`src/rtl/dca_matrix_tile_walker_if.sv`:
```
// Tile walker bus: descriptor/control inputs and the tile descriptor stream.
interface dca_matrix_tile_walker_if #(
  parameter int TILE_NUM_ROW = 8,
  parameter int TILE_NUM_COL = 8,
  parameter int BW_ADDR      = 32,
  parameter int BW_STRIDE    = 16,
  parameter int BW_DIM       = 16
);
  localparam int W_TR = (TILE_NUM_ROW > 1) ? $clog2(TILE_NUM_ROW) : 1;
  localparam int W_TC = (TILE_NUM_COL > 1) ? $clog2(TILE_NUM_COL) : 1;

  // control and matrix descriptor
  logic                    clear;
  logic                    start;
  logic                    is_col_first;
  logic [BW_ADDR-1:0]      base_addr;
  logic [BW_STRIDE-1:0]    stride;
  logic [BW_DIM-1:0]       num_row_m1;
  logic [BW_DIM-1:0]       num_col_m1;
  logic [1:0]              elem_size_log2;
  logic                    busy;
  logic                    done;

  // tile descriptor stream
  logic                    tile_valid;
  logic                    tile_ready;
  logic [BW_ADDR-1:0]      tile_addr;
  logic [BW_DIM-1:0]       tile_row_idx;
  logic [BW_DIM-1:0]       tile_col_idx;
  logic [W_TR-1:0]         tile_num_row_m1;
  logic [W_TC-1:0]         tile_num_col_m1;
  logic [TILE_NUM_ROW-1:0] valid_row_list;
  logic [TILE_NUM_COL-1:0] valid_col_list;
  logic                    is_first_tile;
  logic                    is_last_tile;

  // walker side
  modport slave (
    input  clear, start, is_col_first, base_addr, stride, num_row_m1, num_col_m1,
           elem_size_log2, tile_ready,
    output busy, done, tile_valid, tile_addr, tile_row_idx, tile_col_idx,
           tile_num_row_m1, tile_num_col_m1, valid_row_list, valid_col_list,
           is_first_tile, is_last_tile
  );

  // control registers / LSU side
  modport master (
    output clear, start, is_col_first, base_addr, stride, num_row_m1, num_col_m1,
           elem_size_log2, tile_ready,
    input  busy, done, tile_valid, tile_addr, tile_row_idx, tile_col_idx,
           tile_num_row_m1, tile_num_col_m1, valid_row_list, valid_col_list,
           is_first_tile, is_last_tile
  );
endinterface

```
`src/rtl/dca_matrix_tile_walker.sv`:
```
// Walks a matrix in tiles of TILE_NUM_ROW x TILE_NUM_COL elements, emitting one
// tile descriptor per valid/ready handshake in row-first or column-first order.
module dca_matrix_tile_walker #(
  parameter int TILE_NUM_ROW = 8,
  parameter int TILE_NUM_COL = 8,
  parameter int BW_ADDR      = 32,
  parameter int BW_STRIDE    = 16,
  parameter int BW_DIM       = 16
) (
  input  logic clk,
  input  logic rst,
  dca_matrix_tile_walker_if.slave io_bus
);
  localparam int LOG_R = $clog2(TILE_NUM_ROW);
  localparam int LOG_C = $clog2(TILE_NUM_COL);
  localparam int W_TR  = (LOG_R > 0) ? LOG_R : 1;
  localparam int W_TC  = (LOG_C > 0) ? LOG_C : 1;

  typedef enum logic {IDLE, RUN} state_t;

  state_t              r_state, w_state_next;
  logic [BW_DIM-1:0]   r_ty, r_tx, r_last_ty, r_last_tx;
  logic [BW_ADDR-1:0]  r_outer_base, r_cur_addr;
  logic [BW_STRIDE-1:0] r_stride;
  logic [1:0]          r_elem_log2;
  logic                r_col_first;
  logic [W_TR-1:0]     r_row_rem;
  logic [W_TC-1:0]     r_col_rem;
  logic                r_done;

  logic                w_run, w_hs, w_row_end, w_col_end, w_last, w_inner_end;
  logic [BW_ADDR-1:0]  w_row_step, w_col_step, w_outer_step, w_inner_step, w_outer_base_next;
  logic [W_TR-1:0]     w_row_rem_in, w_tile_rm1;
  logic [W_TC-1:0]     w_col_rem_in, w_tile_cm1;

  assign w_run     = (r_state == RUN);
  assign w_hs      = w_run && io_bus.tile_ready;
  assign w_row_end = (r_tx == r_last_tx);
  assign w_col_end = (r_ty == r_last_ty);
  assign w_last    = w_row_end && w_col_end;

  // Step sizes: one tile down is stride*TILE_NUM_ROW bytes, one tile right is
  // TILE_NUM_COL elements; both wrap modulo the address width.
  assign w_row_step   = BW_ADDR'(r_stride) << LOG_R;
  assign w_col_step   = BW_ADDR'(TILE_NUM_COL) << r_elem_log2;
  // The outer base tracks the start of the current tile row (row-first) or
  // tile column (column-first); a single register serves both orders.
  assign w_outer_step = r_col_first ? w_col_step : w_row_step;
  assign w_inner_step = r_col_first ? w_row_step : w_col_step;
  assign w_inner_end  = r_col_first ? w_col_end : w_row_end;
  assign w_outer_base_next = r_outer_base + w_outer_step;

  // Only the low index bits of the dimensions matter for clipping the last tile.
  generate
    if (LOG_R > 0) begin : g_row_rem
      assign w_row_rem_in = io_bus.num_row_m1[LOG_R-1:0];
    end else begin : g_row_rem_zero
      assign w_row_rem_in = '0;
    end
    if (LOG_C > 0) begin : g_col_rem
      assign w_col_rem_in = io_bus.num_col_m1[LOG_C-1:0];
    end else begin : g_col_rem_zero
      assign w_col_rem_in = '0;
    end
  endgenerate

  // State register
  always_ff @(posedge clk) begin
    if (rst) r_state <= IDLE;
    else     r_state <= w_state_next;
  end

  // Next state: clear beats the handshake, which beats start
  always_comb begin
    w_state_next = r_state;
    case (r_state)
      IDLE: if (!io_bus.clear && io_bus.start) w_state_next = RUN;
      RUN:  if (io_bus.clear || (w_hs && w_last)) w_state_next = IDLE;
      default: w_state_next = IDLE;
    endcase
  end

  // Walk datapath: latch descriptor on start, advance indices/addresses on handshake
  always_ff @(posedge clk) begin
    r_done <= 1'b0;
    if (rst || io_bus.clear || (w_hs && w_last)) begin
      r_ty <= '0;  r_tx <= '0;  r_last_ty <= '0;  r_last_tx <= '0;
      r_outer_base <= '0;  r_cur_addr <= '0;  r_stride <= '0;
      r_elem_log2 <= '0;  r_col_first <= 1'b0;  r_row_rem <= '0;  r_col_rem <= '0;
      r_done <= !rst && !io_bus.clear && w_hs && w_last;
    end else if (!w_run) begin
      if (io_bus.start) begin
        r_ty         <= '0;
        r_tx         <= '0;
        r_last_ty    <= io_bus.num_row_m1 >> LOG_R;
        r_last_tx    <= io_bus.num_col_m1 >> LOG_C;
        r_outer_base <= io_bus.base_addr;
        r_cur_addr   <= io_bus.base_addr;
        r_stride     <= io_bus.stride;
        r_elem_log2  <= io_bus.elem_size_log2;
        r_col_first  <= io_bus.is_col_first;
        r_row_rem    <= w_row_rem_in;
        r_col_rem    <= w_col_rem_in;
      end
    end else if (w_hs) begin
      if (w_inner_end) begin
        r_outer_base <= w_outer_base_next;
        r_cur_addr   <= w_outer_base_next;
        if (r_col_first) begin
          r_ty <= '0;
          r_tx <= r_tx + 1'b1;
        end else begin
          r_tx <= '0;
          r_ty <= r_ty + 1'b1;
        end
      end else begin
        r_cur_addr <= r_cur_addr + w_inner_step;
        if (r_col_first) r_ty <= r_ty + 1'b1;
        else             r_tx <= r_tx + 1'b1;
      end
    end
  end

  // Last tile in each direction is clipped to the remaining elements
  assign w_tile_rm1 = w_col_end ? r_row_rem : W_TR'(TILE_NUM_ROW - 1);
  assign w_tile_cm1 = w_row_end ? r_col_rem : W_TC'(TILE_NUM_COL - 1);

  assign io_bus.busy            = w_run;
  assign io_bus.tile_valid      = w_run;
  assign io_bus.done            = r_done;
  assign io_bus.tile_addr       = r_cur_addr;
  assign io_bus.tile_row_idx    = r_ty;
  assign io_bus.tile_col_idx    = r_tx;
  assign io_bus.tile_num_row_m1 = w_tile_rm1;
  assign io_bus.tile_num_col_m1 = w_tile_cm1;
  assign io_bus.is_first_tile   = w_run && (r_ty == '0) && (r_tx == '0);
  assign io_bus.is_last_tile    = w_run && w_last;

  genvar gi;
  generate
    for (gi = 0; gi < TILE_NUM_ROW; gi++) begin : g_row_mask
      assign io_bus.valid_row_list[gi] = w_run && (W_TR'(gi) <= w_tile_rm1);
    end
    for (gi = 0; gi < TILE_NUM_COL; gi++) begin : g_col_mask
      assign io_bus.valid_col_list[gi] = w_run && (W_TC'(gi) <= w_tile_cm1);
    end
  endgenerate
endmodule

```
`src/flat_wrapper.sv`:
```
// flat-port wrapper written by rule: the top's interface ports become plain ports
module dca_matrix_tile_walker_flat 
#(
  parameter int TILE_NUM_ROW = 8,
  parameter int TILE_NUM_COL = 8,
  parameter int BW_ADDR      = 32,
  parameter int BW_STRIDE    = 16,
  parameter int BW_DIM       = 16
)
  (clk, rst, io_bus_clear, io_bus_start, io_bus_is_col_first, io_bus_base_addr, io_bus_stride, io_bus_num_row_m1, io_bus_num_col_m1, io_bus_elem_size_log2, io_bus_tile_ready, io_bus_busy, io_bus_done, io_bus_tile_valid, io_bus_tile_addr, io_bus_tile_row_idx, io_bus_tile_col_idx, io_bus_tile_num_row_m1, io_bus_tile_num_col_m1, io_bus_valid_row_list, io_bus_valid_col_list, io_bus_is_first_tile, io_bus_is_last_tile);
  dca_matrix_tile_walker_if #(.TILE_NUM_ROW(TILE_NUM_ROW), .TILE_NUM_COL(TILE_NUM_COL), .BW_ADDR(BW_ADDR), .BW_STRIDE(BW_STRIDE), .BW_DIM(BW_DIM)) io_bus_i ();
  input  logic clk;
  input  logic rst;
  input wire logic [$bits(io_bus_i.clear)-1:0] io_bus_clear;
  input wire logic [$bits(io_bus_i.start)-1:0] io_bus_start;
  input wire logic [$bits(io_bus_i.is_col_first)-1:0] io_bus_is_col_first;
  input wire logic [$bits(io_bus_i.base_addr)-1:0] io_bus_base_addr;
  input wire logic [$bits(io_bus_i.stride)-1:0] io_bus_stride;
  input wire logic [$bits(io_bus_i.num_row_m1)-1:0] io_bus_num_row_m1;
  input wire logic [$bits(io_bus_i.num_col_m1)-1:0] io_bus_num_col_m1;
  input wire logic [$bits(io_bus_i.elem_size_log2)-1:0] io_bus_elem_size_log2;
  input wire logic [$bits(io_bus_i.tile_ready)-1:0] io_bus_tile_ready;
  output wire logic [$bits(io_bus_i.busy)-1:0] io_bus_busy;
  output wire logic [$bits(io_bus_i.done)-1:0] io_bus_done;
  output wire logic [$bits(io_bus_i.tile_valid)-1:0] io_bus_tile_valid;
  output wire logic [$bits(io_bus_i.tile_addr)-1:0] io_bus_tile_addr;
  output wire logic [$bits(io_bus_i.tile_row_idx)-1:0] io_bus_tile_row_idx;
  output wire logic [$bits(io_bus_i.tile_col_idx)-1:0] io_bus_tile_col_idx;
  output wire logic [$bits(io_bus_i.tile_num_row_m1)-1:0] io_bus_tile_num_row_m1;
  output wire logic [$bits(io_bus_i.tile_num_col_m1)-1:0] io_bus_tile_num_col_m1;
  output wire logic [$bits(io_bus_i.valid_row_list)-1:0] io_bus_valid_row_list;
  output wire logic [$bits(io_bus_i.valid_col_list)-1:0] io_bus_valid_col_list;
  output wire logic [$bits(io_bus_i.is_first_tile)-1:0] io_bus_is_first_tile;
  output wire logic [$bits(io_bus_i.is_last_tile)-1:0] io_bus_is_last_tile;
  assign io_bus_i.clear = io_bus_clear;
  assign io_bus_i.start = io_bus_start;
  assign io_bus_i.is_col_first = io_bus_is_col_first;
  assign io_bus_i.base_addr = io_bus_base_addr;
  assign io_bus_i.stride = io_bus_stride;
  assign io_bus_i.num_row_m1 = io_bus_num_row_m1;
  assign io_bus_i.num_col_m1 = io_bus_num_col_m1;
  assign io_bus_i.elem_size_log2 = io_bus_elem_size_log2;
  assign io_bus_i.tile_ready = io_bus_tile_ready;
  assign io_bus_busy = io_bus_i.busy;
  assign io_bus_done = io_bus_i.done;
  assign io_bus_tile_valid = io_bus_i.tile_valid;
  assign io_bus_tile_addr = io_bus_i.tile_addr;
  assign io_bus_tile_row_idx = io_bus_i.tile_row_idx;
  assign io_bus_tile_col_idx = io_bus_i.tile_col_idx;
  assign io_bus_tile_num_row_m1 = io_bus_i.tile_num_row_m1;
  assign io_bus_tile_num_col_m1 = io_bus_i.tile_num_col_m1;
  assign io_bus_valid_row_list = io_bus_i.valid_row_list;
  assign io_bus_valid_col_list = io_bus_i.valid_col_list;
  assign io_bus_is_first_tile = io_bus_i.is_first_tile;
  assign io_bus_is_last_tile = io_bus_i.is_last_tile;
  dca_matrix_tile_walker #(.TILE_NUM_ROW(TILE_NUM_ROW), .TILE_NUM_COL(TILE_NUM_COL), .BW_ADDR(BW_ADDR), .BW_STRIDE(BW_STRIDE), .BW_DIM(BW_DIM)) u_core (.clk(clk), .rst(rst), .io_bus(io_bus_i));
endmodule
```
`config.mk`:
```
export PLATFORM = sky130hd
export DESIGN_NAME = dca_matrix_tile_walker_flat
export DESIGN_NICKNAME = d
export VERILOG_FILES = /design/src/rtl/dca_matrix_tile_walker_if.sv /design/src/rtl/dca_matrix_tile_walker.sv /design/src/flat_wrapper.sv
export SDC_FILE = /design/constraint.sdc
export NUM_CORES = 1
export LEC_CHECK = 0
export ABC_AREA = 1
export BUFFER_PORTS_ARGS = -buffer_cell sky130_fd_sc_hd__buf_2
export CORE_ASPECT_RATIO = 1.2
export CORE_MARGIN = 10
export CORE_UTILIZATION = 60
export CTS_CLUSTER_DIAMETER = 60
export DETAILED_ROUTE_END_ITERATION = 12
export PLACE_DENSITY = 0.84
export SLEW_MARGIN = 20
export SYNTH_ARGS = -nofsm -noshare
export SYNTH_HDL_FRONTEND = slang
export SYNTH_SLANG_ARGS = --single-unit
```
`constraint.sdc`:
```
create_clock -name clk -period 5.56 [get_ports clk]
set_input_delay 1.668 -clock clk [delete_from_list [all_inputs] [get_ports clk]]
set_output_delay 1.668 -clock clk [all_outputs]
set_load 0.05 [all_outputs]
```
==> summary.md <==
| Metric | Value |
|---|---|
| Status | `completed` |
| Fin Clk Skew | `0.0125 ns` |
| Worst-path cell chain | `inv_1 -> nand2_1 -> o21ai_0 -> nor2_1 -> nand2_1 -> nor2_2 -> nand2_2 -> or2_2 -> nand2_2 -> nand2_1 -> o21a_1 -> buf_2` |
| Yosys warning count | `0` |
| Share of the yosys chip area belonging to registers | `0.279` |
| Number of antenna violations at the first check in global routing | `3` |
| I/O pin count | `about 180` |
| Max incr delay on CP | `between 0.4 and 0.5 ns` |
| Combinational power share | `0.191` |
| Post-detailed-routing wire length | `between 30 and 40 mm` |
| Quantity of I/O buffers inserted on ports | `between 150 and 200` |
| Total iterations of the first detailed-routing run | `6` |
| FILL cells | `~1700` |
| Root buffer cell | `sky130_fd_sc_hd__clkbuf_16` |
| Slew at the pin closest to its max-slew limit | `roughly 0.91 ns` |
| Count of buffering cells on the critical path with inverters included | `2` |
| Sum Neg Setup Slack | `0 ns` |
| Relative area change from synthesis to final layout | `13.7%` |
| Worst flop-to-flop path startpoint | `u_core.r_col_first` |
| Family with the most delay on the worst path | `simple AND/OR/NAND/NOR gates` |
| Effective utilization at floorplan | `0.611` |
| Hold-fix buffers, CTS | `0` |
| Number of CTS-inserted buffers | `17` |
| Startpoint of the worst hold path | `u_core.r_col_rem[0]` |
| Total number of nets in the final design | `around 2100` |
| Synth area leader | `sky130_fd_sc_hd__dfxtp_1` |
| Area of all placed cells without fillers | `around 12000 um2` |
| Hold Violations, Final | `0` |
| Latest clock arrival within the worst-skew pair | `around 0.43 ns` |
| Capture point of the worst reg-to-reg path | `u_core.io_bus.tile_addr[17]` |
| Worst IR drop on VDD | `about 0.25 mV` |
| Sink Count | `approximately 150` |
| Distinct cells, synth | `between 40 and 50` |
| Post-Syn Area | `10700 um2` |
| Final weighted congestion of routability-driven global placement | `approximately 0.99` |
| Biggest area contributors in the synthesized netlist | `sky130_fd_sc_hd__dfxtp_1 28%, sky130_fd_sc_hd__nand2_1 23%, sky130_fd_sc_hd__inv_1 8.1%, sky130_fd_sc_hd__nor2_1 8.1%, sky130_fd_sc_hd__a21oi_1 6.4%` |
| Slowest-stage cell, CP | `sky130_fd_sc_hd__dfxtp_1` |
| Number of instances in the synthesized netlist | `approximately 1900` |
| Total cell area at the placement stage | `between 10000 and 15000 um2` |
| Detailed-route wire length per cell | `between 15 and 20 um` |
| Critical path's most frequent cell | `sky130_fd_sc_hd__nand2_1` |
| Setup repair after global routing missed its margin | `no` |
| Total nets after synthesis | `1996` |
| Period Utilization, post-route | `0.776` |
| Row cnt | `between 50 and 60` |
| Detailed placement HPWL | `between 20 and 30 mm` |
| Clk buf depth | `2` |
| Wire length of the first global-routing pass | `between 50 and 60 mm` |
| WP data required | `between 3 and 4 ns` |
| CTS H-tree lvls | `4` |
| Largest net degree at the start of global routing | `79` |
| Critical path peak fanout | `7` |
| Worst endpoint data arrival time | `between 2 and 3 ns` |
| Antenna viol nets, final | `0` |
| Post-synth EDFFs | `0` |
| Sequential cell fraction of total power | `0.408` |
| Clock edge transition at the registers on the reported setup and hold paths | `0.06 ns` |
| Max_cap viols | `0` |
| Vias after detailed routing | `12400` |
| Clk pwr share | `0.400` |
| Worst-case headroom to the max-slew limit | `0.394` |
| Min Clock Period, post-route | `about 4.3 ns` |
| Synth cell count leaders | `667 x sky130_fd_sc_hd__nand2_1, 232 x sky130_fd_sc_hd__inv_1, 231 x sky130_fd_sc_hd__nor2_1, 149 x sky130_fd_sc_hd__dfxtp_1, 137 x sky130_fd_sc_hd__a21oi_1` |
| Crit path launch type | `register` |
| Count of state elements after synthesis | `around 150` |
| Die span in x | `142 um` |
| Internal power | `roughly 1900 uW` |
| P per Cell Area | `around 230 nW/um2` |
| Minimum setup slack among reg-to-reg paths | `2.11 ns` |
| Final max-slew violation count | `0` |
| P_leak | `0.00621 uW` |
| Die area | `between 20000 and 25000 um2` |
| Hold Path Cell Cnt | `2` |
| Number of design rule violations left after detail routing | `0` |
| Proportion of synthesized flip-flops having asynchronous set or reset | `0` |
| Initial DRC Count | `between 900 and 1000` |
| Hold Crit Class | `reg2reg` |
| Ys flop type | `sky130_fd_sc_hd__dfxtp_1` |
| # Post-CTS Setup Buffers | `0` |
| Highest Clock Rate | `around 0.23 GHz` |
| Endpoint, Worst Hold | `u_core.r_col_rem[0]` |
| Proportion of netlist area held by the largest area contributor | `0.279` |
| Global Route Usage Sum | `0.301` |
| Most frequent cell after synthesis | `sky130_fd_sc_hd__nand2_1` |
| Worst r2r path cells | `17` |
| Number of endpoints failing setup at the final stage | `0` |
| Clock tree from TritonCTS | `built` |
| Placeable core region | `about 18000 um2` |
| Vertical die dimension | `166 um` |
| Switching power | `a little over 900 uW` |
| Average footprint of a synthesized cell | `~5.7 um2` |
| Setup crit end kind | `primary output` |
| Fraction of layout instances using a drive strength above 1 | `0.125` |
| Type of the worst setup path | `reg2out` |
| Vias in the first global route | `~12000` |
| Sw frac | `0.327` |
| Congestion Overflow GR | `0` |
| Number of resized instances in the post-cts repair step | `0` |
| Average vias per placed instance | `5.50` |
==> metal layers <==
| layer | part of all wire | vias up | global-route usage |
|---|---|---|---|
| met3 | 0.072 | 131 | 0.0638 |
| li1 | - | 6155 | - |
| met4 | 0.067 | 0 | 0.195 |
| met5 | 0 | - | 0 |
| met1 | 0.37 | 5515 | 0.330 |
| met2 | 0.49 | 549 | 0.510 |
==> metrics by stage <==
stage / setup WS (ns) / cells / total power (uW) / hold slack (ns) / utilization
finish: 1.25 / 2247 / 2800 / 0.463 / 0.695
CTS: 1.26 / 2245 / 2800 / 0.466 / 0.695
detailed placement: 1.31 / 2213 / 1700 / 0.456 / 0.663
global route: 1.06 / 2246 / 2910 / 0.489 / 0.695
floorplan: 0.967 / 1870 / 1550 / 0.436 / -
global placement: 1.39 / 2213 / 1690 / 0.450 / 0.663
==> worst max path at each step <==
stage / start / endpoint / slack (ns) / cells after the start
2_1_floorplan: u_core.io_bus.busy / io_bus_is_first_tile / 0.97 / 6
3_3_place_gp: io_bus_start / u_core.io_bus.tile_col_idx[11] / 1.39 / 10
3_5_place_dp: io_bus_start / u_core.io_bus.tile_col_idx[8] / 1.31 / 10
4_1_cts: u_core.io_bus.tile_row_idx[12] / io_bus_valid_row_list[3] / 1.26 / 12
5_1_grt: u_core.io_bus.tile_row_idx[12] / io_bus_valid_row_list[3] / 1.06 / 12
6_report: u_core.io_bus.tile_row_idx[12] / io_bus_valid_row_list[3] / 1.25 / 12
==> state kept, by name, indices dropped and copies added (netlist names) <==
name and cells:
u_core.r_stride 16, u_core.r_last_tx 13, u_core.io_bus.tile_col_idx 16, u_core.r_row_rem 3, u_core.io_bus.busy 1, u_core.io_bus.tile_row_idx 16
u_core.r_col_first 1, u_core.r_outer_base 32, u_core.io_bus.tile_addr 32, u_core.io_bus.done 1, u_core.r_col_rem 3, u_core.r_elem_log2 2
u_core.r_last_ty 13
==> logic make-up after synthesis <==
| kind of cell | Yosys count | synth area share |
|---|---|---|
| AO/OA/AOI/OAI | 245 | 0.117 |
| XOR/XNOR | 22 | 0.0180 |
| adder cells (fa/ha/maj) | 38 | 0.0458 |
| buffers and inverters | 308 | 0.116 |
| flip-flops | 149 | 0.279 |
| AND/OR/NAND/NOR | 1108 | 0.425 |
==> power groups by stage <==
stage	clock network (uW)	logic (uW)	registers, uW
after floorplan	0	348	1200
after global placement	0	523	1170
after detailed placement	0	530	1170
after CTS	1130	533	1140
after global routing	1180	585	1150
final	1120	537	1150
==> layout by cell type (no fill, tap or decap), types with 2 or more instances in the layout <==
cell type | synthesis | routed
sky130_fd_sc_hd__buf_4 | 8 | 6
sky130_fd_sc_hd__nand4_1 | 22 | 22
sky130_fd_sc_hd__clkinvlp_4 | 0 | 3
sky130_fd_sc_hd__clkbuf_16 | 0 | 17
sky130_fd_sc_hd__nand2_1 | 667 | 667
sky130_fd_sc_hd__nor2_4 | 2 | 2
sky130_fd_sc_hd__nor3_1 | 23 | 23
sky130_fd_sc_hd__nor2_2 | 3 | 3
sky130_fd_sc_hd__nand2_4 | 2 | 2
sky130_fd_sc_hd__nor4_1 | 7 | 7
sky130_fd_sc_hd__inv_2 | 15 | 17
sky130_fd_sc_hd__o21ai_2 | 2 | 2
sky130_fd_sc_hd__nand3b_1 | 4 | 4
sky130_fd_sc_hd__o21ai_1 | 15 | 15
sky130_fd_sc_hd__nand3_1 | 126 | 126
sky130_fd_sc_hd__buf_2 | 16 | 178
sky130_fd_sc_hd__xor2_1 | 12 | 12
sky130_fd_sc_hd__inv_1 | 232 | 230
sky130_fd_sc_hd__o21ai_0 | 81 | 81
sky130_fd_sc_hd__clkinv_4 | 0 | 3
sky130_fd_sc_hd__clkinv_2 | 0 | 3
sky130_fd_sc_hd__nand2_2 | 7 | 7
sky130_fd_sc_hd__nor2_1 | 231 | 231
sky130_fd_sc_hd__clkbuf_8 | 0 | 2
sky130_fd_sc_hd__diode_2 | 0 | 2
sky130_fd_sc_hd__ha_1 | 36 | 36
sky130_fd_sc_hd__clkbuf_1 | 28 | 2
sky130_fd_sc_hd__and2_1 | 3 | 3
sky130_fd_sc_hd__a21oi_1 | 137 | 137
sky130_fd_sc_hd__dfxtp_1 | 149 | 149
sky130_fd_sc_hd__fa_1 | 2 | 2
sky130_fd_sc_hd__xnor2_1 | 10 | 10
sky130_fd_sc_hd__or2_2 | 4 | 4
sky130_fd_sc_hd__o21bai_1 | 4 | 4
==> layout make-up <==
class / instances / area (um2) / share of cell area
Clock buffer: 21 / 460 / 0.0378
Sequential cell: 149 / 2980 / 0.245
Antenna cell: 2 / 5.00 / 0.000411
Multi-Input combinational cell: 1413 / 6480 / 0.533
Inverter: 247 / 927 / 0.0762
Clock inverter: 11 / 103 / 0.00843
Tap cell: 220 / 275 / 0.0226
Timing Repair Buffer: 184 / 936 / 0.0769
==> worst min-delay path, cell delays in order, from the launching register on <==
cell                      delay, ns
sky130_fd_sc_hd__dfxtp_1       0.31
sky130_fd_sc_hd__nand2_1       0.06
sky130_fd_sc_hd__a21oi_1       0.05
Power figures use the tool's default switching activity.
